### src/rtl/icache_pkg.sv
// Shared types, geometry and address-split helpers for the direct-mapped
// instruction cache controller.
`ifndef ICACHE_INDEX
`define ICACHE_INDEX 4
`endif
`ifndef ICACHE_SIZE
`define ICACHE_SIZE (2 ** `ICACHE_INDEX)
`endif
`ifndef DRAM_WORD_SIZE
`define DRAM_WORD_SIZE 32
`endif
`ifndef DRAM_BLOCK_SIZE
`define DRAM_BLOCK_SIZE 4
`endif

package icache_pkg;

    localparam int unsigned PKG_ADDR_W      = 32;
    localparam int unsigned PKG_INDEX_W     = `ICACHE_INDEX;
    localparam int unsigned PKG_WORD_W      = `DRAM_WORD_SIZE;
    localparam int unsigned PKG_BLOCK_WORDS = `DRAM_BLOCK_SIZE;
    localparam int unsigned NUM_LINES       = `ICACHE_SIZE;

    // Block holds at least two words, so the word-select field is never empty.
    localparam int unsigned WSEL_W = $clog2(PKG_BLOCK_WORDS);
    localparam int unsigned OFF_W  = 2 + WSEL_W;
    localparam int unsigned TAG_W  = PKG_ADDR_W - PKG_INDEX_W - OFF_W;

    typedef enum logic {
        IDLE,
        MISS
    } state_e;

    function automatic logic [PKG_INDEX_W-1:0] get_index(input logic [PKG_ADDR_W-1:0] addr);
        return addr[OFF_W +: PKG_INDEX_W];
    endfunction

    function automatic logic [TAG_W-1:0] get_tag(input logic [PKG_ADDR_W-1:0] addr);
        return addr[PKG_ADDR_W-1 -: TAG_W];
    endfunction

    function automatic logic [WSEL_W-1:0] get_word(input logic [PKG_ADDR_W-1:0] addr);
        return addr[2 +: WSEL_W];
    endfunction

    function automatic logic [PKG_ADDR_W-1:0] block_align(input logic [PKG_ADDR_W-1:0] addr);
        return {addr[PKG_ADDR_W-1:OFF_W], {OFF_W{1'b0}}};
    endfunction

endpackage

### src/rtl/icache_tag_store.sv
// Tag array plus valid vector: one combinational read port, one write port,
// and a single-cycle invalidate-all.
module icache_tag_store
    import icache_pkg::*;
(
    input  logic                   clk_i,
    input  logic                   rst_i,
    input  logic [PKG_INDEX_W-1:0] rd_index_i,
    output logic [TAG_W-1:0]       rd_tag_o,
    output logic                   rd_valid_o,
    input  logic                   wr_en_i,
    input  logic [PKG_INDEX_W-1:0] wr_index_i,
    input  logic [TAG_W-1:0]       wr_tag_i,
    input  logic                   flush_all_i
);

    logic [TAG_W-1:0]     tag_mem_q [NUM_LINES];
    logic [NUM_LINES-1:0] valid_q;
    logic [NUM_LINES-1:0] valid_d;

    assign rd_tag_o   = tag_mem_q[rd_index_i];
    assign rd_valid_o = valid_q[rd_index_i];

    always_comb begin
        valid_d = valid_q;
        if (wr_en_i) begin
            valid_d[wr_index_i] = 1'b1;
        end
        if (flush_all_i) begin
            valid_d = '0;
        end
    end

    always_ff @(posedge clk_i or posedge rst_i) begin
        if (rst_i) begin
            valid_q <= '0;
        end else begin
            valid_q <= valid_d;
        end
    end

    // Tags are only meaningful behind a set valid bit, so they carry no reset.
    always_ff @(posedge clk_i) begin
        if (wr_en_i) begin
            tag_mem_q[wr_index_i] <= wr_tag_i;
        end
    end

endmodule

### src/rtl/icache_ctrl.sv
// Direct-mapped instruction cache controller: zero-latency hit check, whole-block
// refill from DRAM on a miss, then a replayed lookup.
module icache_ctrl
    import icache_pkg::*;
#(
    parameter int unsigned ADDR_W      = PKG_ADDR_W,
    parameter int unsigned INDEX_W     = PKG_INDEX_W,
    parameter int unsigned WORD_W      = PKG_WORD_W,
    parameter int unsigned BLOCK_WORDS = PKG_BLOCK_WORDS,
    parameter int unsigned CNT_W       = 16
) (
    input  logic               clock,
    input  logic               reset,
    input  logic               cpu_req,
    input  logic [ADDR_W-1:0]  cpu_addr,
    output logic [WORD_W-1:0]  cpu_inst,
    output logic               cpu_valid,
    output logic               cpu_stall,
    input  logic               flush,
    output logic               dram_req,
    output logic [ADDR_W-1:0]  dram_addr,
    input  logic               dram_ack,
    input  logic [WORD_W-1:0]  dram_data [BLOCK_WORDS],
    output logic               sram_we,
    output logic [INDEX_W-1:0] sram_index,
    output logic [WORD_W-1:0]  sram_wdata [BLOCK_WORDS],
    input  logic [WORD_W-1:0]  sram_rdata [BLOCK_WORDS],
    output logic [CNT_W-1:0]   hit_count,
    output logic [CNT_W-1:0]   miss_count
);

    state_e             state_q, state_d;
    logic [ADDR_W-1:0]  miss_addr_q, miss_addr_d;
    logic               replay_q, replay_d;
    logic               flush_pend_q, flush_pend_d;
    logic [CNT_W-1:0]   hit_cnt_q, hit_cnt_d;
    logic [CNT_W-1:0]   miss_cnt_q, miss_cnt_d;

    logic [TAG_W-1:0]   rd_tag;
    logic               rd_valid;
    logic               hit;
    logic               fill_we;
    logic               flush_all;

    function automatic logic [CNT_W-1:0] sat_inc(input logic [CNT_W-1:0] v);
        return (v == '1) ? v : v + CNT_W'(1);
    endfunction

    icache_tag_store u_tag_store (
        .clk_i       (clock),
        .rst_i       (reset),
        .rd_index_i  (get_index(cpu_addr)),
        .rd_tag_o    (rd_tag),
        .rd_valid_o  (rd_valid),
        .wr_en_i     (fill_we),
        .wr_index_i  (get_index(miss_addr_q)),
        .wr_tag_i    (get_tag(miss_addr_q)),
        .flush_all_i (flush_all)
    );

    assign hit = (state_q == IDLE) & cpu_req & rd_valid & (rd_tag == get_tag(cpu_addr));

    always_comb begin
        state_d      = state_q;
        miss_addr_d  = miss_addr_q;
        replay_d     = replay_q;
        flush_pend_d = flush_pend_q;
        hit_cnt_d    = hit_cnt_q;
        miss_cnt_d   = miss_cnt_q;
        fill_we      = 1'b0;
        flush_all    = 1'b0;
        unique case (state_q)
            IDLE: begin
                // A flush deferred from MISS lands on the replay edge, after its lookup.
                flush_all    = flush | flush_pend_q;
                flush_pend_d = 1'b0;
                if (cpu_req) begin
                    replay_d = 1'b0;
                    if (hit) begin
                        if (!replay_q) begin
                            hit_cnt_d = sat_inc(hit_cnt_q);
                        end
                    end else begin
                        miss_addr_d = block_align(cpu_addr);
                        miss_cnt_d  = sat_inc(miss_cnt_q);
                        state_d     = MISS;
                    end
                end
            end
            MISS: begin
                if (flush) begin
                    flush_pend_d = 1'b1;
                end
                if (dram_ack) begin
                    fill_we  = 1'b1;
                    replay_d = 1'b1;
                    state_d  = IDLE;
                end
            end
            default: state_d = IDLE;
        endcase
    end

    always_ff @(posedge clock or posedge reset) begin
        if (reset) begin
            state_q      <= IDLE;
            miss_addr_q  <= '0;
            replay_q     <= 1'b0;
            flush_pend_q <= 1'b0;
            hit_cnt_q    <= '0;
            miss_cnt_q   <= '0;
        end else begin
            state_q      <= state_d;
            miss_addr_q  <= miss_addr_d;
            replay_q     <= replay_d;
            flush_pend_q <= flush_pend_d;
            hit_cnt_q    <= hit_cnt_d;
            miss_cnt_q   <= miss_cnt_d;
        end
    end

    // CPU-facing outputs are forced quiet while reset is held.
    assign cpu_valid  = ~reset & hit;
    assign cpu_stall  = ~reset & ((state_q == MISS) | (cpu_req & ~hit));
    assign cpu_inst   = hit ? sram_rdata[get_word(cpu_addr)] : '0;

    assign dram_req   = (state_q == MISS);
    assign dram_addr  = dram_req ? miss_addr_q : '0;

    assign sram_we    = fill_we;
    assign sram_index = (state_q == IDLE) ? get_index(cpu_addr) : get_index(miss_addr_q);
    assign sram_wdata = dram_data;

    assign hit_count  = hit_cnt_q;
    assign miss_count = miss_cnt_q;

endmodule

### config.mk
export PLATFORM = sky130hd
export DESIGN_NAME = icache_ctrl
export DESIGN_NICKNAME = d
export VERILOG_FILES = /design/src/rtl/icache_pkg.sv /design/src/rtl/icache_tag_store.sv /design/src/rtl/icache_ctrl.sv
export SDC_FILE = /design/constraint.sdc
export NUM_CORES = 1
export LEC_CHECK = 0
export CORE_ASPECT_RATIO = 0.7
export CORE_UTILIZATION = 43
export DETAILED_ROUTE_END_ITERATION = 8
export PLACE_DENSITY = 0.74
export RECOVER_POWER = 50
export SLEW_MARGIN = 10
export SYNTH_ARGS = -nofsm -noshare
export SYNTH_HDL_FRONTEND = slang
export SYNTH_SLANG_ARGS = --single-unit
### constraint.sdc
create_clock -name clock -period 3.4 [get_ports clock]
set_clock_uncertainty 0.2 [all_clocks]
set_input_delay 0.34 -clock clock [delete_from_list [all_inputs] [get_ports clock]]
set_output_delay 0.34 -clock clock [all_outputs]
set_load 0.02 [all_outputs]
==> flow_metrics.tcl <==
set metrics [dict create \
    status "finished, violations left" \
    violations "setup timing" \
    seqCellArea_mm2 0.0135 \
    slew_headroom 0.0138 \
    synthMuxAreaShare 0.167 \
    fmax_mhz 250 \
    worstReg2RegStart "u_tag_store.tag_mem_q[14][16]" \
    drt_first_pass_iters 7 \
    synthDistinctLibCells 54 \
    drc 0 \
    cap_viol_max_count 0 \
    antenna_found_initial 3 \
    ys_ff_latch 463 \
    yosys.area_share.simple 0.0573 \
    rows 66 \
    core_area_mm2 0.0468 \
    dp_hpwl_mm 38.0 \
    synth.most_common_cell "edfxtp_1" \
    maxSlewViolCount 0 \
    portBuffers 262 \
    overflow 0 \
    clkTransAtPathRegs_ns 0.06 \
    htreeDepth 2 \
    finalCritPeriodShare 1.18 \
    final.setup.tns_ns -38.55 \
    ys_top_cells_by_count "edfxtp_1, buf_4, mux4_2" \
    die_w_um 263 \
    synth_top_cells_by_area "edfxtp_1, mux4_2, dfrtp_1, buf_4, mux2i_1" \
    rr_worst_depth 14 \
    synth_fa_ha_area_frac 0.00122 \
    synth_compound_area_frac 0.0315 \
    worst_ep_arrival_time_ns 3.47 \
    synth_ff_type "edfxtp_1" \
    antenna_left 0 \
    drt-initial-drc-count 1292 \
    finalPower_w 0.0136 \
    dp.cells 1976 \
    yosys.area.top_type "edfxtp_1" \
    netlist_instances 1187 \
    setup_ws_ns -0.607 \
    die_h_um 185 \
    layout.cells.non_filler 2085 \
    grt_pass1_vias 12300 \
    whs_endpoint "flush_pend_q" \
    die_area_mm2 0.0487 \
    min-delay-start "flush" \
    critPathRequiredTime_ns 2.86 \
    synth-seq-area-share 0.657 \
    wl_per_cell_um 28.3 \
    synth_edf_count 384 \
    critPathKind "input port to output port" \
    r2r_slack_ns -0.43 \
    clock_path_buffers 3 \
    hold_path_class "input port to register" \
    grt_max_degree 41 \
    avgSynthCellArea_um2 17.3 \
    synth_top_area_frac 0.561 \
    cts_tree "yes" \
    ys_async_sr_fraction 0.171 \
    finalCriticalPeriod_ns 4.01 \
    area_growth_pct 27.3 \
    p_leak_nw 9.33 \
    drt-total-wl_mm 59.0 \
    fin_nets 1730 \
    cts_buffers 44 \
    end_kind "output port" \
    start_kind "input port" \
    place_congestion 0.960 \
    tightest_slew_ns 1.47 \
    r2r_end "miss_addr_q[20]" \
    synth_top_family_by_area "multiplexers" \
    start_util 0.439 \
    fillers 3513 \
    cts_sinks 463 \
    routed-via-count 12200 \
    dp_slack_ns -1.43 \
    power.density_mw_per_mm2 519 \
    grt_pass1_wl_mm 85.0 \
    cts_root_buf "clkbuf_16" \
    synth_xor_area_frac 0.0200 \
    syn_area_mm2 0.0206 \
    clkLatencyLatePin_ns 0.57 \
    yosys_warnings 0 \
    track_usage 0.243 \
    rsz0062_at_grt "yes" \
    setup_violations 95 \
    crit_fanout 9 \
    hold_depth 3 \
    vias_per_cell 5.84 \
    drive_above_1_share 0.319 \
    multi_input_area_mm2 0.00642 \
    vdd_ir_drop_max_v 0.000346 \
    hold_violations 0 \
    io_pins 525 \
]
## metal layers
layer  global-route usage  share of wire  up-vias
li1                     -              -     5037
met1                0.349           0.43     6414
met2                0.365           0.45      616
met3               0.0702           0.10       97
met4               0.0564          0.018        2
met5              0.00400        0.00022        -
## stage by stage
stage	area [um2]	hold slack [ns]	util
5_1_grt	26200	0.189	0.559
3_3_place_gp	23800	0.268	0.508
4_1_cts	26000	0.159	0.555
6_report	26200	0.171	0.559
3_5_place_dp	23800	0.276	0.508
2_1_floorplan	20600	0.236	-
## worst max-delay path: stages
cell,delay (ns)
clkdlybuf4s50_1,0.44
buf_12,0.16
and2_2,0.30
buf_4,0.18
a22o_1,0.25
a221oi_2,0.27
xnor2_2,0.15
nor4_4,0.41
and4_4,0.38
buf_12,0.16
nand2_8,0.08
a21oi_4,0.12
nor2_2,0.05
buf_6,0.14
## cells by family (layout without fill, tap and decap cells)
kind of cell             count (synthesis)  after routing
other                                    1              8
XOR/XNOR                                47             47
buffers and inverters                  200            479
AND/OR/NAND/NOR                        204            204
AO/OA/AOI/OAI                           83             83
multiplexers                           187            187
flip-flops                             463            463
adder cells (fa/ha/maj)                  2              2
## registers in the layout (all words and copies together), names as in the netlist
signal / count
dram_req: 1
flush_pend_q: 1
hit_count: 16
miss_addr_q: 28
miss_count: 16
replay_q: 1
u_tag_store.tag_mem_q: 384
u_tag_store.valid_q: 16
## layout by cell type (no fill, tap or decap), types with 5 or more instances in the layout
| cell type | Yosys | final |
|---|---|---|
| mux2i_1 | 35 | 35 |
| buf_12 | 0 | 23 |
| buf_4 | 139 | 89 |
| nor3_2 | 0 | 5 |
| and3_1 | 45 | 27 |
| buf_6 | 10 | 41 |
| dfrtp_1 | 79 | 79 |
| nand2b_1 | 7 | 7 |
| a221oi_2 | 3 | 5 |
| clkbuf_8 | 0 | 5 |
| nand4_1 | 5 | 5 |
| nor2b_1 | 8 | 5 |
| a22oi_1 | 19 | 18 |
| a221oi_1 | 11 | 9 |
| a22o_1 | 10 | 10 |
| and2_1 | 33 | 31 |
| nor3_4 | 0 | 6 |
| clkbuf_16 | 0 | 47 |
| a21oi_1 | 8 | 5 |
| edfxtp_1 | 384 | 384 |
| nand2_1 | 22 | 20 |
| o21a_1 | 16 | 16 |
| nor2_4 | 0 | 12 |
| mux4_2 | 121 | 121 |
| clkinv_2 | 0 | 7 |
| xnor2_1 | 24 | 18 |
| clkbuf_1 | 31 | 16 |
| clkinv_1 | 1 | 8 |
| mux2_4 | 0 | 30 |
| xnor2_2 | 0 | 6 |
| nor4_4 | 0 | 5 |
| nand3_4 | 0 | 5 |
| buf_16 | 0 | 6 |
| and3_4 | 0 | 18 |
| clkdlybuf4s50_1 | 0 | 224 |
| nand3_1 | 18 | 12 |
| nor2_1 | 30 | 14 |
| xor2_1 | 23 | 20 |
## area by class of cell
| cell class | count | area share |
|---|---|---|
| multi-input combinational | 527 | 0.245 |
| clock inverter | 17 | 0.00330 |
| sequential | 463 | 0.516 |
| antenna | 4 | 0.000382 |
| timing repair buffer | 393 | 0.157 |
| clock buffer | 63 | 0.0483 |
| inverter | 6 | 0.000908 |
| tap | 612 | 0.0293 |
## where the power goes
part	switching, W	total [W]	internal, W	leakage, nW
clock network	0.00204	0.00463	0.00259	0.665
registers	0.000385	0.00705	0.00667	4.47
logic	0.000937	0.00191	0.000971	4.19
total	0.00336	0.0136	0.0102	9.33
## worst max path at each step
stage,slack (ns),from,cells after the start,to
final,-0.61,cpu_addr[7],14,cpu_stall
after global routing,-0.66,u_tag_store.tag_mem_q[14][16],11,cpu_stall
after CTS,-0.57,u_tag_store.tag_mem_q[3][18],9,cpu_inst[30]
after detailed placement,-1.43,cpu_addr[6],14,cpu_stall
after global placement,-1.33,cpu_addr[7],14,cpu_stall
after floorplan,0.004,cpu_addr[4],13,cpu_stall
## timing repair
item / in CTS / in global routing
gates cloned: 8 / 1
setup buffers: 16 / 8
gates resized for setup: 301 / 56
hold buffers: 0 / 0
endpoints found under the hold margin: 0 / 0
pin swaps: 39 / 20
setup endpoints to repair: 95 / 95
(Power assumes the default switching activity.)
